<file path="src/rtl/pool_relu_writer_pkg.sv">
// rtl/pool_relu_writer_pkg.sv - shared FSM encoding and word-layout helpers for the pooling writer
package pool_relu_writer_pkg;

  typedef enum logic [1:0] {
    ST_IDLE  = 2'd0,
    ST_RUN   = 2'd1,
    ST_FLUSH = 2'd2,
    ST_DONE  = 2'd3
  } pool_state_t;

  localparam int WORDS_PER_CH = 36;

  // Pooled bytes of one channel, rounded up to whole 32-bit words.
  function automatic int words_per_ch(input int in_w, input int in_h);
    return ((in_w / 2) * (in_h / 2) + 3) / 4;
  endfunction

endpackage

</file>
<file path="src/rtl/pool_relu_writer_line_buf.sv">
// rtl/pool_relu_writer_line_buf.sv - half-row buffer of horizontal pair maxima
module pool_line_buf #(
  parameter int DEPTH      = 12,
  parameter int DATA_WIDTH = 8,
  parameter int AW         = 4
) (
  input  logic                  clk,
  input  logic                  i_we,
  input  logic [AW-1:0]         i_waddr,
  input  logic [DATA_WIDTH-1:0] i_wdata,
  input  logic [AW-1:0]         i_raddr,
  output logic [DATA_WIDTH-1:0] o_rdata
);

  logic [DATA_WIDTH-1:0] r_mem [0:DEPTH-1];

  // Contents are don't-care after reset, so the array carries no reset.
  always_ff @(posedge clk) begin
    if (i_we) r_mem[i_waddr] <= i_wdata;
  end

  assign o_rdata = r_mem[i_raddr];

endmodule

</file>
<file path="src/rtl/pool_relu_writer.sv">
// rtl/pool_relu_writer.sv - 2x2 max-pool + ReLU of a raster pixel stream, packed into 32-bit SRAM words
module pool_relu_writer
  import pool_relu_writer_pkg::*;
#(
  parameter int IN_W       = 24,
  parameter int IN_H       = 24,
  parameter int CH         = 20,
  parameter int DATA_WIDTH = 8
) (
  input  logic                  clk,
  input  logic                  srstn,
  input  logic                  pool_start,
  input  logic                  in_valid,
  input  logic [DATA_WIDTH-1:0] in_data,
  output logic                  in_ready,
  output logic                  sram_write_enable,
  output logic [3:0]            sram_bytemask,
  output logic [9:0]            sram_waddr,
  output logic [31:0]           sram_wdata,
  output logic                  pool_busy,
  output logic                  pool_finish
);

  localparam int HALF_W = IN_W / 2;
  localparam int CW     = (IN_W > 1) ? $clog2(IN_W) : 1;
  localparam int RW     = (IN_H > 1) ? $clog2(IN_H) : 1;
  localparam int CHW    = (CH > 1) ? $clog2(CH) : 1;
  localparam int LBW    = (HALF_W > 1) ? $clog2(HALF_W) : 1;
  localparam int WPC    = words_per_ch(IN_W, IN_H);

  function automatic logic [DATA_WIDTH-1:0] smax(input logic [DATA_WIDTH-1:0] a,
                                                 input logic [DATA_WIDTH-1:0] b);
    return ($signed(a) > $signed(b)) ? a : b;
  endfunction

  pool_state_t r_state, w_next_state;

  logic [CW-1:0]         r_col;
  logic [RW-1:0]         r_row;
  logic [CHW-1:0]        r_ch;
  logic [DATA_WIDTH-1:0] r_first;
  logic [31:0]           r_pack;
  logic [1:0]            r_byte_cnt;
  logic [9:0]            r_word_idx;
  logic                  r_we_n;
  logic [3:0]            r_mask;
  logic [9:0]            r_waddr;
  logic [31:0]           r_wdata;

  logic                  w_accept, w_last_col, w_last_row, w_last_ch, w_last_pix, w_chan_end;
  logic                  w_lb_we, w_pooled_valid, w_word_full;
  logic [LBW-1:0]        w_lb_addr;
  logic [DATA_WIDTH-1:0] w_lb_rdata, w_pair_max, w_pool;
  logic [7:0]            w_relu;
  logic [31:0]           w_word;
  logic [3:0]            w_mask;
  logic [9:0]            w_addr;

  assign w_accept       = in_valid && in_ready;
  assign w_last_col     = (r_col == CW'(IN_W - 1));
  assign w_last_row     = (r_row == RW'(IN_H - 1));
  assign w_last_ch      = (r_ch == CHW'(CH - 1));
  assign w_chan_end     = w_accept && w_last_col && w_last_row;
  assign w_last_pix     = w_chan_end && w_last_ch;
  assign w_lb_addr      = LBW'(r_col >> 1);
  assign w_pair_max     = smax(r_first, in_data);
  assign w_lb_we        = w_accept && !r_row[0] && r_col[0];
  assign w_pooled_valid = w_accept && r_row[0] && r_col[0];
  assign w_pool         = smax(w_lb_rdata, w_pair_max);
  assign w_relu         = w_pool[DATA_WIDTH-1] ? 8'd0 : 8'(w_pool);
  assign w_word         = r_pack | ({w_relu, 24'd0} >> (8 * r_byte_cnt));
  assign w_word_full    = (r_byte_cnt == 2'd3) || w_chan_end;
  assign w_addr         = 10'(32'(r_ch) * WPC + 32'(r_word_idx));

  always_comb begin
    w_mask = 4'b1111;
    case (r_byte_cnt)
      2'd0:    w_mask = 4'b1000;
      2'd1:    w_mask = 4'b1100;
      2'd2:    w_mask = 4'b1110;
      default: w_mask = 4'b1111;
    endcase
  end

  pool_line_buf #(
    .DEPTH      (HALF_W),
    .DATA_WIDTH (DATA_WIDTH),
    .AW         (LBW)
  ) u_line_buf (
    .clk     (clk),
    .i_we    (w_lb_we),
    .i_waddr (w_lb_addr),
    .i_wdata (w_pair_max),
    .i_raddr (w_lb_addr),
    .o_rdata (w_lb_rdata)
  );

  always_ff @(posedge clk or negedge srstn) begin
    if (!srstn) r_state <= ST_IDLE;
    else        r_state <= w_next_state;
  end

  always_comb begin
    w_next_state = r_state;
    case (r_state)
      ST_IDLE:  if (pool_start) w_next_state = ST_RUN;
      ST_RUN:   if (w_last_pix) w_next_state = ST_FLUSH;
      ST_FLUSH: w_next_state = ST_DONE;
      ST_DONE:  w_next_state = ST_IDLE;
      default:  w_next_state = ST_IDLE;
    endcase
  end

  always_comb begin
    in_ready    = (r_state == ST_RUN);
    pool_busy   = (r_state == ST_RUN) || (r_state == ST_FLUSH);
    pool_finish = (r_state == ST_DONE);
  end

  // Raster counters; they wrap back to zero naturally at job end.
  always_ff @(posedge clk or negedge srstn) begin
    if (!srstn) begin
      r_col   <= '0;
      r_row   <= '0;
      r_ch    <= '0;
      r_first <= '0;
    end else if (w_accept) begin
      r_col <= w_last_col ? '0 : r_col + 1'b1;
      if (w_last_col) r_row <= w_last_row ? '0 : r_row + 1'b1;
      if (w_last_col && w_last_row) r_ch <= w_last_ch ? '0 : r_ch + 1'b1;
      if (!r_col[0]) r_first <= in_data;
    end
  end

  // Byte packer; a channel end flushes whatever bytes are pending.
  always_ff @(posedge clk or negedge srstn) begin
    if (!srstn) begin
      r_pack     <= '0;
      r_byte_cnt <= '0;
      r_word_idx <= '0;
      r_we_n     <= 1'b1;
      r_mask     <= '0;
      r_waddr    <= '0;
      r_wdata    <= '0;
    end else begin
      r_we_n <= 1'b1;
      r_mask <= '0;
      if (r_state == ST_IDLE && pool_start) begin
        r_pack     <= '0;
        r_byte_cnt <= '0;
        r_word_idx <= '0;
      end else if (w_pooled_valid) begin
        if (w_word_full) begin
          r_we_n     <= 1'b0;
          r_mask     <= w_mask;
          r_waddr    <= w_addr;
          r_wdata    <= w_word;
          r_pack     <= '0;
          r_byte_cnt <= '0;
          r_word_idx <= w_chan_end ? '0 : r_word_idx + 1'b1;
        end else begin
          r_pack     <= w_word;
          r_byte_cnt <= r_byte_cnt + 1'b1;
        end
      end
    end
  end

  assign sram_write_enable = r_we_n;
  assign sram_bytemask     = r_mask;
  assign sram_waddr        = r_waddr;
  assign sram_wdata        = r_wdata;

endmodule

</file>
<file path="config.mk">
export PLATFORM = sky130hd
export DESIGN_NAME = pool_relu_writer
export DESIGN_NICKNAME = d
export VERILOG_FILES = /design/src/rtl/pool_relu_writer_pkg.sv /design/src/rtl/pool_relu_writer_line_buf.sv /design/src/rtl/pool_relu_writer.sv
export SDC_FILE = /design/constraint.sdc
export NUM_CORES = 1
export LEC_CHECK = 0
export BUFFER_PORTS_ARGS = -buffer_cell sky130_fd_sc_hd__buf_2
export CELL_PAD_IN_SITES_DETAIL_PLACEMENT = 1
export CELL_PAD_IN_SITES_GLOBAL_PLACEMENT = 1
export CORE_MARGIN = 2
export CORE_UTILIZATION = 45
export DETAILED_ROUTE_END_ITERATION = 8
export HOLD_SLACK_MARGIN = 0.02
export PLACE_DENSITY_LB_ADDON = 0.1
export REMOVE_ABC_BUFFERS = 1
export SLEW_MARGIN = 20
export SYNTH_ARGS = -nofsm -noshare
export SYNTH_HDL_FRONTEND = slang
export SYNTH_SLANG_ARGS = --single-unit
</file>
<file path="constraint.sdc">
create_clock -name clk -period 3.8 [get_ports clk]
set_input_delay 0.57 -clock clk [delete_from_list [all_inputs] [get_ports clk]]
set_output_delay 0.57 -clock clk [all_outputs]
set_load 0.01 [all_outputs]
</file>
=== Word-level counts from Yosys, hierarchy flattened ===
Memory sizes are Yosys's and may differ from the RTL's.
Index checks and enable logic that the tools add are counted.

* Muxes and demuxes: 28
* $mul: 1
* Equal/unequal tests: 11
* Add/sub/neg operators: 6
* Bitwise operators: 3
* Shifts and indexed selects: 1
* $lt $le $gt $ge: 2
* Reduce and logical (&&, ||, !) cells: 23

{| class="wikitable"
|+ Operators by type and width
! cell !! number
|-
| $mux W32 || 3
|-
| $mux W10 || 4
|-
| $or A32 B32 Y32 || 1
|-
| $shr A31 B5 Y32 || 1
|-
| $gt A8 B8 Y1 || 2
|-
| $mux W8 || 2
|-
| $add A5 B1 Y5 const B || 3
|-
| $eq A5 B5 Y1 const B || 3
|-
| $mux W5 || 3
|-
| $mux W4 || 3
|-
| $add A10 B1 Y10 const B || 1
|-
| $add A10 B10 Y10 || 1
|-
| $logic_and A1 B1 Y1 || 10
|-
| $mux W2 || 5
|-
| $reduce_and A2 Y1 || 5
|-
| $pmux W3 S3 || 1
|-
| $eq A2 B2 Y1 const B || 4
|-
| $mul A5 B4 Y8 const B || 1
|-
| $pmux W2 S4 || 1
|-
| $mux W7 || 1
|-
| $mux W1 || 5
|-
| $eq A2 B1 Y1 const B || 2
|-
| $logic_not A2 Y1 || 2
|-
| $reduce_bool A2 Y1 || 2
|-
| 7 further kinds || 9
|}

* Register bits after elaboration: 116
* Memories: 1
* Word-level logic and storage cells: 88
* Output and inout bits: 50
* Bits in writable memories: 96

{| class="wikitable"
|+ Memories
! name !! depth !! width !! rd ports !! clocked after Yosys merged registers in !! write ports !! RTL line !! source
|-
| u_line_buf.r_mem || 12 || 8 || 1 || 0 || 1 || pool_relu_writer_line_buf.sv:15 || <nowiki>logic [DATA_WIDTH-1:0] r_mem [0:DEPTH-1];</nowiki>
|}

=== Logic depth before layout (Yosys ltp) ===
* Depth after elaboration: 10
* Gate-level depth with buffers: 19
* Gate-level depth less buffers: 17

=== Cells and area by module ===
Synthesis repeated with hierarchy kept, for this count alone.

* Cell total of the unflattened synthesis: 741
* Area, all modules: 9,382.7 µm²

{| class="wikitable"
|+ By module, submodules not included
! module !! seq. area each (µm²) !! cells each !! times used !! area an instance (µm²)
|-
| pool_relu_writer || 2,703.8 || 567 || 1 || 5,669.2
|-
| pool_line_buf || 2,882.8 || 174 || 1 || 3,713.6
|}

=== Least setup slack after synthesis ===
OpenSTA, ideal clock, no wires.

* Path type: input port to flip-flop
* Start: in in_data[5]
* End: reg r_pack[10]
* Data arrival time: 3.968 ns
* Data required time: 3.671 ns
* Setup slack: -0.297 ns
* Cell stages on the path: 17
* Setup time: 0.129 ns
* Cell sequence: inv_1 ha_1 a211oi_2 o22ai_2 nor3_2 nor3_4 o21ai_1 inv_1 ha_1 a211oi_1 and2_1 o2111ai_1 a31o_1 o2111a_1 buf_6 mux2i_4 o21ai_1

* Cells in the longest elaborated chain, start to end: 10

{| class="wikitable"
|+ Ends and longest elaborated chain
! item !! RTL line !! source
|-
| start: declaration || pool_relu_writer.sv:14 || <nowiki>input logic [DATA_WIDTH-1:0] in_data,</nowiki>
|-
| $gt A8 B8 Y1 (*) || pool_relu_writer.sv:33 || <nowiki>return ($signed(a) > $signed(b)) ? a : b;</nowiki>
|-
| $mux W8 (*) || pool_relu_writer.sv:33 ||
|-
| via u_line_buf.i_wdata[7] || pool_relu_writer_line_buf.sv:10 || <nowiki>input logic [DATA_WIDTH-1:0] i_wdata,</nowiki>
|-
| $gt A8 B8 Y1 || pool_relu_writer.sv:33 ||
|-
| $mux W8 (*) || pool_relu_writer.sv:33 ||
|-
| $mux W7 (*) || pool_relu_writer.sv:70 || <nowiki>assign w_relu = w_pool[DATA_WIDTH-1] ? 8'd0 : 8'(w_pool);</nowiki>
|-
| $shr A31 B5 Y32 (*) || pool_relu_writer.sv:71 || <nowiki>assign w_word = r_pack | ({w_relu, 24'd0} >> (8 * r_byte_cnt));</nowiki>
|-
| $or A32 B32 Y32 (*) || pool_relu_writer.sv:71 ||
|-
| $mux W32 (*) || pool_relu_writer.sv:153 || <nowiki>if (w_word_full) begin</nowiki>
|-
| $mux W32 (*) || pool_relu_writer.sv:152 || <nowiki>end else if (w_pooled_valid) begin</nowiki>
|-
| $mux W32 (*) || pool_relu_writer.sv:148 || <nowiki>if (r_state == ST_IDLE && pool_start) begin</nowiki>
|-
| end signal: assignment || pool_relu_writer.sv:162 || <nowiki>r_pack <= w_word;</nowiki>
|-
| end: declaration || pool_relu_writer.sv:42 || <nowiki>logic [31:0] r_pack;</nowiki>
|}

The timed path passes the listed nets; every way through them passes the cells marked *. The select of a mux whose other input is x is not followed.
A chain may end at the register's enable or synchronous reset.

=== Worst setup path in the final report ===
* Start: reg r_first[3]
* End: reg r_wdata[5] (netlist: sram_wdata[5])

* Cells in the longest elaborated chain, start to end: 7

{| class="wikitable"
|+ Ends and longest elaborated chain
! item !! RTL line !! source
|-
| start: declaration || pool_relu_writer.sv:41 || <nowiki>logic [DATA_WIDTH-1:0] r_first;</nowiki>
|-
| start signal: assignment || pool_relu_writer.sv:131 || <nowiki>if (!r_col[0]) r_first <= in_data;</nowiki>
|-
| $gt A8 B8 Y1 || pool_relu_writer.sv:33 ||
|-
| $mux W8 (*) || pool_relu_writer.sv:33 ||
|-
| $gt A8 B8 Y1 || pool_relu_writer.sv:33 ||
|-
| $mux W8 (*) || pool_relu_writer.sv:33 ||
|-
| $mux W7 (*) || pool_relu_writer.sv:70 ||
|-
| $shr A31 B5 Y32 (*) || pool_relu_writer.sv:71 ||
|-
| $or A32 B32 Y32 (*) || pool_relu_writer.sv:71 ||
|-
| end signal: assignment || pool_relu_writer.sv:157 || <nowiki>r_wdata <= w_word;</nowiki>
|-
| end: declaration || pool_relu_writer.sv:48 || <nowiki>logic [31:0] r_wdata;</nowiki>
|}

Mark *: on every way between the ends. The rest lies on a longest branch, timed or not.

==> metrics.yaml <==
ant_nets: 0
clk_latency_ps: 500
multi_input_area_um2: 3870
max_slew_margin: 0.397
drt-met1-wl_um: 9420
cap_violations: 0
regArea_um2: 5590
grt_max_degree: 78
p_leak_nw: 5.10
fin_setup_tns_ps: 0
rsz0062_at_grt: "true"
postSynthCellCount: 735
hold_buffers: 0
drt_first_pass_iters: 4
fin_skew_ps: 6.74
drt_iter0_markers: 279
wl_met3_um: 637
syn_area_um2: 9410
path_max_fanout: 8
wl_met2_um: 12000
die-area_um2: 22100
place.gp.congestion: 0.888
cts_root_buf: "clkbuf_16"
status: "finished clean"
die_w_um: 149
final_common_cell: "dfrtp_1"
num_io_pins: 62
hold_viol_final: 0
power_mw: 9.65
synth_edf_count: 96
clk_pin_slew_ps: 50
grt_pass1_wl_um: 36300
cts_max_level: 1
place_ws_ps: -584
timing.final.ws_setup_ps: 40.2
worstSetupPathType: "reg -> reg"
layout_common_cells: "107 x dfrtp_1, 96 x edfxtp_1, 84 x nand2_1, 63 x buf_4, 56 x buf_2"
nNetsFinal: 915
n_antenna_cell: 0
wl_per_cell_um: 19.7
synth-warning-count: 0
overflow: 0
fin_crit_sh: 0.989
drv_slew: 0
hold_ws_ps: 23.3
routed_wl_um: 22600
finalSetupViolations: 0
nFillCells: 2003
critical_path.endpoint_type: "flop"
drc: 0
fmax_mhz: 266
drive_above_1_share: 0.304
clockBufferDepth: 3
ir_drop_mv: 0.502
cp-start-kind: "flop"
hp-class: "in -> async"
seq_area_frac_synth: 0.594
async_flop_share: 0.529
initial_utilization: 0.462
track_usage: 0.209
portBuffers: 57
fin_crit_ps: 3760
worstPathArrival_ps: 4170
cts-buffers-inserted: 23
num_vias: 6209
hpwl_um: 15800
coreArea_um2: 20400
rows: 52
ys_ff_latch: 204
cts_sinks: 204
tritoncts: "done"
die_y_um: 149
synth-main-ff-cell: "dfrtp_1"
worst_slew_pin_slew_ps: 901
syn2layout_area_growth_pct: 23.3
ys_types: 57
via_per_inst: 5.41
p_per_area_nw_per_um2: 831
antenna_found_initial: 0
grt_pass1_vias: 6695
rr_worst_depth: 18
syn_area_per_cell_um2: 12.8
dr.max_layer_used: "met4"
required_ps: 4210
-- registers in the layout, indices dropped and copies added (netlist names) --
name / flops
sram_bytemask: 4
r_state: 2
r_row: 5
r_pack: 28
sram_waddr: 10
u_line_buf.r_mem: 96
sram_wdata: 28
r_ch: 5
r_byte_cnt: 2
r_first: 8
r_word_idx: 10
r_col: 5
sram_write_enable: 1
-- path summary, 6_finish.rpt --
kind	from	endpoint	slack, ps
max reg2reg	r_first[3]$_DFFE_PN0P_	sram_wdata[5]$_DFFE_PN0P_	40
max	r_first[3]$_DFFE_PN0P_	sram_wdata[5]$_DFFE_PN0P_	40
min	srstn	sram_waddr[6]$_DFFE_PN0P_	20
max in group asynchronous	srstn	sram_write_enable$_DFF_PN1_	3010
min reg2reg	sram_waddr[2]$_DFFE_PN0P_	sram_waddr[2]$_DFFE_PN0P_	470
min in group clk	in_data[1]	r_first[1]$_DFFE_PN0P_	430
-- layout make-up --
type                    instances  area share
clock buffers                  31      0.0530
clock inverters                 8     0.00787
flip-flops and latches        204       0.481
well taps                     270      0.0291
multi-input cells             472       0.334
repair buffers                131      0.0848
inverters                      32      0.0103
-- stage by stage --
| step | instances | utilization | cell area [um^2] |
|---|---|---|---|
| after global routing | 1148 | 0.570 | 11600 |
| after detailed placement | 1090 | 0.510 | 10400 |
| final | 1148 | 0.570 | 11600 |
| after floorplan | 708 | - | 9280 |
| after global placement | 1090 | 0.510 | 10400 |
| after CTS | 1141 | 0.558 | 11400 |
-- critical path, stage by stage (launching register included) --
cell       delay, ps
dfrtp_1          380
ha_1             310
a21oi_1          320
o22ai_4          140
nor3_4           230
nor3_4            80
buf_6            140
mux2i_2          160
ha_1             200
a21o_1           180
a211oi_2         240
and2_1           160
o2111ai_1        110
a31o_1           200
o2111a_1         140
buf_12           170
mux2i_4          190
buf_12           160
o21ai_2          130
-- repair_timing --
action	CTS	global route
setup buffers	12	12
resized for setup	18	43
endpoints found under the setup margin	56	56
pin swaps	19	15
-- report_power, final --
group	switching, mW	internal, mW
logic	2.41	2.18
registers	0.197	2.76
clock network	0.838	1.26
total	3.44	6.21
-- cell usage after synthesis (7+ instances only) --
library cell / n / area share
nand3_1: 22 / 0.012
nand2_1: 85 / 0.034
mux2i_4: 7 / 0.017
dfrtp_1: 107 / 0.28
ha_1: 37 / 0.049
xor2_1: 9 / 0.0084
o21ai_1: 59 / 0.031
nor2_1: 37 / 0.015
nand4_1: 9 / 0.0060
a21o_1: 7 / 0.0056
mux4_2: 24 / 0.057
edfxtp_1: 96 / 0.31
inv_1: 31 / 0.012
nor3_1: 7 / 0.0037
xnor2_1: 14 / 0.013
nor2b_1: 10 / 0.0066
clkbuf_1: 16 / 0.0064
o21ai_0: 33 / 0.018
mux2i_1: 40 / 0.043
a21oi_1: 16 / 0.0085
-- logic make-up (layout without fill, tap and decap cells) --
family	Yosys count	count (layout)	share of synthesized area
buffers and inverters	62	202	0.0283
AOI/OAI and AO/OA	129	129	0.0767
DFF	204	204	0.594
other	1	4	0.000398
adders and majority gates	40	40	0.0546
xor gates and xnor gates	23	23	0.0214
muxes	77	77	0.124
and+or+nand+nor	199	199	0.101
-- per-layer routing --
metal  GRT usage  up-vias
li1            -     2906
met1       0.265     3163
met2       0.380      103
met3      0.0255       37
met4      0.0557        0
met5           0        -
No activity file was read; power rests on OpenSTA's default activity.
